==> config.mk <==
export PLATFORM = sky130hd
export DESIGN_NAME = complex_accumulate
export DESIGN_NICKNAME = d
export VERILOG_FILES = /design/src/rtl/complex_accumulate.sv
export SDC_FILE = /design/constraint.sdc
export NUM_CORES = 2
export LEC_CHECK = 0
export BUFFER_PORTS_ARGS = -buffer_cell sky130_fd_sc_hd__buf_4
export CAP_MARGIN = 40
export CORE_MARGIN = 1.5
export CORE_UTILIZATION = 60
export DETAILED_ROUTE_END_ITERATION = 8
export GPL_TIMING_DRIVEN = 1
export PLACE_DENSITY = 0.78
export SETUP_SLACK_MARGIN = 0.05
export SYNTH_ARGS = -nofsm -noshare
export SYNTH_HDL_FRONTEND = slang
export SYNTH_HIERARCHICAL = 1
export SYNTH_SLANG_ARGS = --single-unit
==> constraint.sdc <==
create_clock -name clk -period 20.4 [get_ports clk]
set_input_delay 1.02 -clock clk [delete_from_list [all_inputs] [get_ports clk]]
set_output_delay 1.02 -clock clk [all_outputs]
set_load 0.02 [all_outputs]
==> src/rtl/complex_accumulate.sv <==
// Frame accumulator for a complex product stream: sums {real, imag} halves through two
// pipelined floating-point adders. Optional synchronous frame abort via COMPLEX_ACCUMULATE_CLEAR_EN.

module add #(
    parameter int    BITS      = 32,
    parameter string PRECISION = "SINGLE"
) (
    input  logic            clk,
    input  logic            in_valid,
    input  logic [BITS-1:0] a,
    input  logic [BITS-1:0] b,
    output logic            out_valid,
    output logic [BITS-1:0] c
);
    localparam int EW = (PRECISION == "DOUBLE") ? 11 : ((PRECISION == "HALF") ? 5 : 8);
    localparam int MW = BITS - 1 - EW;
    localparam int F  = MW + 1;
    localparam int E  = MW + 4;
    localparam int XW = EW + 2;

    function automatic int lzc(input logic [E-1:0] v);
        int   n;
        logic found;
        n     = E;
        found = 1'b0;
        for (int i = E - 1; i >= 0; i--) begin
            if (!found && v[i]) begin
                n     = E - 1 - i;
                found = 1'b1;
            end
        end
        return n;
    endfunction

    // Normalise the raw magnitude sum, then round to nearest even and pack.
    function automatic logic [BITS-1:0] round_pack(
        input logic          s,
        input logic          zs,
        input logic [EW-1:0] ex,
        input logic [E:0]    sum
    );
        logic [E-1:0]  m;
        logic [XW-1:0] e;
        logic [F:0]    mr;
        logic [XW-1:0] eo;
        logic          rnd;
        int            lz;
        int            sh;
        if (sum == '0) return {zs, {(BITS-1){1'b0}}};
        if (sum[E]) begin
            m = sum[E:1] | E'(sum[0]);
            e = XW'(ex) + XW'(1);
        end else begin
            lz = lzc(sum[E-1:0]);
            sh = (lz < int'(ex) - 1) ? lz : int'(ex) - 1;
            m  = sum[E-1:0] << sh;
            e  = XW'(ex) - XW'(sh);
        end
        rnd = m[2] & (m[1] | m[0] | m[3]);
        mr  = {1'b0, m[E-1:3]} + (F+1)'(rnd);
        eo  = mr[F] ? (e + XW'(1)) : (mr[F-1] ? e : '0);
        if (eo >= XW'({EW{1'b1}})) return {s, {EW{1'b1}}, {MW{1'b0}}};
        return {s, eo[EW-1:0], mr[MW-1:0]};
    endfunction

    logic            swap;
    logic [BITS-1:0] x, y;
    logic [EW-1:0]   ex_e, ey_e, diff;
    logic [E-1:0]    mx, my, my_al;
    logic [2*E-1:0]  wide;
    logic            a_nan, b_nan, a_inf, b_inf, spec;
    logic [BITS-1:0] spec_val;

    always_comb begin
        swap  = b[BITS-2:0] > a[BITS-2:0];
        x     = swap ? b : a;
        y     = swap ? a : b;
        ex_e  = (x[BITS-2:MW] == '0) ? EW'(1) : x[BITS-2:MW];
        ey_e  = (y[BITS-2:MW] == '0) ? EW'(1) : y[BITS-2:MW];
        mx    = {|x[BITS-2:MW], x[MW-1:0], 3'b000};
        my    = {|y[BITS-2:MW], y[MW-1:0], 3'b000};
        diff  = ex_e - ey_e;
        wide  = {my, {E{1'b0}}} >> diff;
        my_al = wide[2*E-1:E] | E'((diff >= EW'(E)) ? |my : |wide[E-1:0]);
        a_nan = (&a[BITS-2:MW]) & (|a[MW-1:0]);
        b_nan = (&b[BITS-2:MW]) & (|b[MW-1:0]);
        a_inf = (&a[BITS-2:MW]) & ~(|a[MW-1:0]);
        b_inf = (&b[BITS-2:MW]) & ~(|b[MW-1:0]);
        spec  = a_nan | b_nan | a_inf | b_inf;
        if (a_nan || b_nan || (a_inf && b_inf && (a[BITS-1] != b[BITS-1])))
            spec_val = {1'b0, {EW{1'b1}}, 1'b1, {(MW-1){1'b0}}};
        else if (a_inf)
            spec_val = a;
        else
            spec_val = b;
    end

    logic            vld_p0, sx_p0, sub_p0, zs_p0, spec_p0;
    logic [EW-1:0]   ex_p0;
    logic [E-1:0]    mx_p0, my_p0;
    logic [BITS-1:0] sval_p0;
    logic            vld_p1, sx_p1, zs_p1, spec_p1;
    logic [EW-1:0]   ex_p1;
    logic [E:0]      sum_p1;
    logic [BITS-1:0] sval_p1;
    logic            vld_p2;
    logic [BITS-1:0] c_p2;

    // p0: operands ordered by magnitude, smaller one aligned
    always_ff @(posedge clk) begin
        vld_p0  <= in_valid;
        sx_p0   <= x[BITS-1];
        sub_p0  <= x[BITS-1] ^ y[BITS-1];
        zs_p0   <= x[BITS-1] & y[BITS-1];
        ex_p0   <= ex_e;
        mx_p0   <= mx;
        my_p0   <= my_al;
        spec_p0 <= spec;
        sval_p0 <= spec_val;
    end

    // p1: magnitude add or subtract
    always_ff @(posedge clk) begin
        vld_p1  <= vld_p0;
        sum_p1  <= sub_p0 ? ({1'b0, mx_p0} - {1'b0, my_p0}) : ({1'b0, mx_p0} + {1'b0, my_p0});
        sx_p1   <= sx_p0;
        zs_p1   <= zs_p0;
        ex_p1   <= ex_p0;
        spec_p1 <= spec_p0;
        sval_p1 <= sval_p0;
    end

    // p2: normalise, round, pack
    always_ff @(posedge clk) begin
        vld_p2 <= vld_p1;
        c_p2   <= spec_p1 ? sval_p1 : round_pack(sx_p1, zs_p1, ex_p1, sum_p1);
    end

    assign out_valid = vld_p2;
    assign c         = c_p2;
endmodule

module complex_accumulate #(
    parameter int    BITS         = 64,
    parameter string PRECISION    = "SINGLE",
    parameter int    CNT_BITS     = 16,
    parameter int    FLUSH_CYCLES = 16
) (
    input  logic                clk,
    input  logic                rstn,
`ifdef COMPLEX_ACCUMULATE_CLEAR_EN
    input  logic                clr,
`endif
    input  logic                in_valid,
    output logic                in_ready,
    input  logic [BITS-1:0]     a,
    input  logic                in_last,
    output logic                out_valid,
    input  logic                out_ready,
    output logic [BITS-1:0]     c,
    output logic [CNT_BITS-1:0] out_count
);
    localparam int H  = BITS / 2;
    localparam int FW = $clog2(FLUSH_CYCLES + 1);

    typedef enum logic [2:0] {
        S_FLUSH,
        S_EMPTY,
        S_ACCUM,
        S_ADDING,
        S_OUT
`ifdef COMPLEX_ACCUMULATE_CLEAR_EN
        , S_DRAIN
`endif
    } state_t;

    state_t              state_q, state_d;
    logic [BITS-1:0]     acc_q, acc_d;
    logic [CNT_BITS-1:0] cnt_q, cnt_d;
    logic                last_q, last_d;
    logic [FW-1:0]       flush_q, flush_d;
    logic                add_go;
    logic                re_vld, im_vld;
    logic [H-1:0]        re_sum, im_sum;

    add #(.BITS(H), .PRECISION(PRECISION)) u_add_re (
        .clk       (clk),
        .in_valid  (add_go),
        .a         (acc_q[BITS-1:H]),
        .b         (a[BITS-1:H]),
        .out_valid (re_vld),
        .c         (re_sum)
    );

    add #(.BITS(H), .PRECISION(PRECISION)) u_add_im (
        .clk       (clk),
        .in_valid  (add_go),
        .a         (acc_q[H-1:0]),
        .b         (a[H-1:0]),
        .out_valid (im_vld),
        .c         (im_sum)
    );

    always_comb begin
        state_d   = state_q;
        acc_d     = acc_q;
        cnt_d     = cnt_q;
        last_d    = last_q;
        flush_d   = flush_q;
        in_ready  = 1'b0;
        out_valid = 1'b0;
        add_go    = 1'b0;
        case (state_q)
            // The adders have no reset, so their pipelines are left to empty out here.
            S_FLUSH: begin
                if (flush_q == FW'(FLUSH_CYCLES - 1))
                    state_d = S_EMPTY;
                else
                    flush_d = flush_q + FW'(1);
            end
            S_EMPTY: begin
                in_ready = 1'b1;
                if (in_valid) begin
                    acc_d   = a;
                    cnt_d   = CNT_BITS'(1);
                    state_d = in_last ? S_OUT : S_ACCUM;
                end
            end
            S_ACCUM: begin
                in_ready = 1'b1;
                if (in_valid) begin
                    add_go  = 1'b1;
                    last_d  = in_last;
                    cnt_d   = (&cnt_q) ? cnt_q : cnt_q + CNT_BITS'(1);
                    state_d = S_ADDING;
                end
            end
            S_ADDING: begin
                if (im_vld)
                    acc_d[H-1:0] = im_sum;
                if (re_vld) begin
                    acc_d[BITS-1:H] = re_sum;
                    state_d         = last_q ? S_OUT : S_ACCUM;
                end
            end
            S_OUT: begin
                out_valid = 1'b1;
                if (out_ready)
                    state_d = S_EMPTY;
            end
`ifdef COMPLEX_ACCUMULATE_CLEAR_EN
            S_DRAIN: begin
                if (re_vld)
                    state_d = S_EMPTY;
            end
`endif
            default: state_d = S_FLUSH;
        endcase
`ifdef COMPLEX_ACCUMULATE_CLEAR_EN
        if (clr && (state_q != S_FLUSH)) begin
            in_ready  = 1'b0;
            out_valid = 1'b0;
            add_go    = 1'b0;
            acc_d     = '0;
            cnt_d     = '0;
            last_d    = 1'b0;
            if ((state_q == S_ADDING || state_q == S_DRAIN) && !re_vld)
                state_d = S_DRAIN;
            else
                state_d = S_EMPTY;
        end
`endif
    end

    always_ff @(posedge clk or negedge rstn) begin
        if (!rstn) begin
            state_q <= S_FLUSH;
            acc_q   <= '0;
            cnt_q   <= '0;
            last_q  <= 1'b0;
            flush_q <= '0;
        end else begin
            state_q <= state_d;
            acc_q   <= acc_d;
            cnt_q   <= cnt_d;
            last_q  <= last_d;
            flush_q <= flush_d;
        end
    end

    assign c         = acc_q;
    assign out_count = cnt_q;
endmodule

==> flow_summary.toml <==
[status]
outcome = "finished, final reports clean"

[placement]
place.gp.congestion = 1.068
dp_hpwl_mm = 98.33
place.port_buffers = 150

[global_route]
antenna_found_initial = 9
grt-ovfl-total = 0
grt_pass1_wl_mm = 196.1
grt_max_degree = 65
grt_usage_pct = 41.89
first_global_vias = 31880

[cts]
root_buffer = "clkbuf_16"
cts_buffers = 52
cts.clk_slew.worst_paths_ns = 0.07
clockBufferDepth = 3
cts_max_level = 2
cts_sinks = 491
cts-hold-fix-buffers = 0
cts_tree = "yes"
cts_setup_buffers = 0
clock_latency_ns = 0.61
cts_resized = 0

[worst_setup_path]
worstReg2RegEnd = "u_add_im/c[16]"
cp_slowest_stage_delay_ns = 0.76
critPathLaunchType = "flop"
worst-setup-path-type = "flop to flop"
cp.required_ns = 20.85
r2r_setup_slack_ns = 11.01
r2r_cells = 25
r2r-start = "u_add_im/ex_p1[0]"
crit_path_top_delay_cell = "a211o_1"
endpoint_kind = "flop"
critPathArrivalTime_ns = 9.84
crit_fanout = 40

[job]
maxCapViolCount = 0

[layout]
area.growth.synth_to_final_pct = 9.684
nNetsFinal = 4598
drive_gt1_share_pct = 12.65

[yosys]
ys_types = 135
async_reset_ff_share_pct = 18.13
syn_avg_cell_area_um2 = 8.304
netlist_area_um2 = 35490
synth_edf_count = 0
syn_nets = 4554
ys_seq_area_share_pct = 28.95
ys_ff_latch = 491
netlist_instances = 4274
ys.flop_type = "dfxtp_1"
yosysWarnings = 6

[sta]
min_period_ns = 9.390
finalClockSkew_ns = 0.01611
rsz0062_at_grt = "no"
min_period_over_period_pct = 46.03
slew_violations = 0
fmax_mhz = 106.5
setup_viol = 0
tns_ns = 0
worstMarginPinSlew_ns = 1.021
finalHoldViolCount = 0
maxSlewHeadroom_pct = 31.19

[route]
dr.first_iter.drc_count = 5197
drt_pass1_iterations = 9
via_count = 35500
drc = 0
finalWirelength_mm = 131.1
final_antenna_net_count = 0
via_per_inst = 6.921
detail_route.wl_per_cell_um = 25.55

[floorplan]
core-area_um2 = 58030
initial_core_util_pct = 61.17
row_count = 88
die_w_um = 246.2
die-area_um2 = 60620
ios = 151
die_h_um = 246.2

[hold_path]
min_to = "u_add_im/sval_p1[29]"
hp-class = "flop to flop"
holdPathStages = 0
worstHoldStart = "u_add_im/sval_p0[29]"
-- worst max-delay path, delay by kind of cell (launching register included) --
kind	cells	cell delay (ns)
compound gates	14	5.10
simple gates	4	1.49
buf+inv	4	1.37
fa+ha+maj	2	0.70
flops	1	0.32
xor+xnor	1	0.20
-- cells by family (layout without fill, tap and decap cells) --
group | count (synthesis) | in the layout | share of synthesized area, %
XOR/XNOR | 135 | 135 | 3.331
buffers and inverters | 492 | 580 | 5.746
multiplexers | 236 | 236 | 8.404
flip-flops | 491 | 491 | 28.95
AO/OA/AOI/OAI | 1270 | 1270 | 25.09
other | 0 | 3 | 0
AND/OR/NAND/NOR | 1439 | 1439 | 20.92
adder cells (fa/ha/maj) | 211 | 211 | 7.565
-- metal layers --
metal | GRT usage [%] | share of wire, %
met4 | 12.43 | 3.1
met3 | 13.38 | 14
met2 | 57.76 | 40
met5 | 0 | 0.027
met1 | 61.44 | 43
-- area by class of cell --
class	count	area, um2
Sequential cell	491	10280
Antenna cell	3	7.507
Inverter	266	1002
Tap cell	765	957.2
Clock inverter	33	311.5
Fill cell	4831	19100
Timing Repair Buffer	216	1649
Multi-Input combinational cell	3291	23260
Clock buffer	65	1464
-- cell usage in the layout, fill, tap and decap left out, drive strengths merged, types with 33 or more instances in the layout --
master,instances
mux2i,138
a211oi,71
o21ai,293
a21oi,236
mux2,57
xor2,42
and3,33
dfxtp,402
xnor2,93
a31oi,50
nor2,288
nor4,75
a22oi,34
a21o,63
inv,269
nand3,118
nand2,432
o211ai,37
dfrtp,89
clkbuf,66
buf,215
o21bai,36
nand4,69
ha,205
and2,97
nor3,129
nand2b,48
o31ai,44
mux4,41
-- flip-flops by register name (all words and copies together) (netlist names), 32 cells and up --
signal            cells
c                    64
u_add_im/c           32
u_add_im/sval_p0     32
u_add_im/sval_p1     32
u_add_re/c           32
u_add_re/sval_p0     32
u_add_re/sval_p1     32
-- synthesized netlist by cell type (all sizes together) (33+ instances only) --
| cell type | count | area, um2 |
|---|---|---|
| mux2i | 138 | 1414 |
| o211ai | 37 | 287.8 |
| ha | 205 | 2565 |
| a211oi | 71 | 568.0 |
| a21oi | 236 | 1200 |
| dfxtp | 402 | 8048 |
| o31ai | 44 | 364.1 |
| inv | 259 | 974.7 |
| clkbuf | 143 | 536.8 |
| mux4 | 41 | 923.4 |
| o21ai | 293 | 1485 |
| mux2 | 57 | 645.6 |
| nand2b | 48 | 300.3 |
| and2 | 97 | 606.8 |
| o21bai | 36 | 270.3 |
| nor2 | 288 | 1096 |
| a22oi | 34 | 270.3 |
| nor3 | 129 | 666.9 |
| dfrtp | 89 | 2227 |
| xor2 | 42 | 367.9 |
| a21o | 63 | 483.0 |
| nand3 | 118 | 613.1 |
| nand4 | 69 | 516.8 |
| buf | 83 | 500.5 |
| nand2 | 432 | 1629 |
| nor4 | 75 | 629.4 |
| and3 | 33 | 206.5 |
| xnor2 | 93 | 814.5 |
| a31oi | 50 | 340.3 |
-- how the worst max path moves through the flow --
stage,start,endpoint,cells after the start
floorplan,a[48],u_add_re/my_p0[0],34
CTS,u_add_im/ex_p1[0],u_add_im/c[16],25
finish,u_add_im/ex_p1[0],u_add_im/c[16],25
global placement,a[16],u_add_im/my_p0[0],24
global route,u_add_im/ex_p1[0],u_add_im/c[2],25
detailed placement,a[48],u_add_re/my_p0[0],32
-- stage by stage --
stage | instances | instance area (um2) | util [%] | setup WS, ns | hold WS [ns]
2_1_floorplan | 4274 | 35490 | - | 11.86 | 0.3096
3_3_place_gp | 5013 | 37000 | 63.76 | 10.99 | 0.3096
3_5_place_dp | 5028 | 37140 | 64.01 | 11.17 | 0.3121
4_1_cts | 5126 | 38910 | 67.06 | 11.31 | 0.3065
5_1_grt | 5127 | 38920 | 67.08 | 10.51 | 0.3169
6_report | 5130 | 38930 | 67.09 | 11.01 | 0.3100
Power is not shown: default switching activity piles up to over one toggle a cycle in this logic, so the estimate is an artifact.
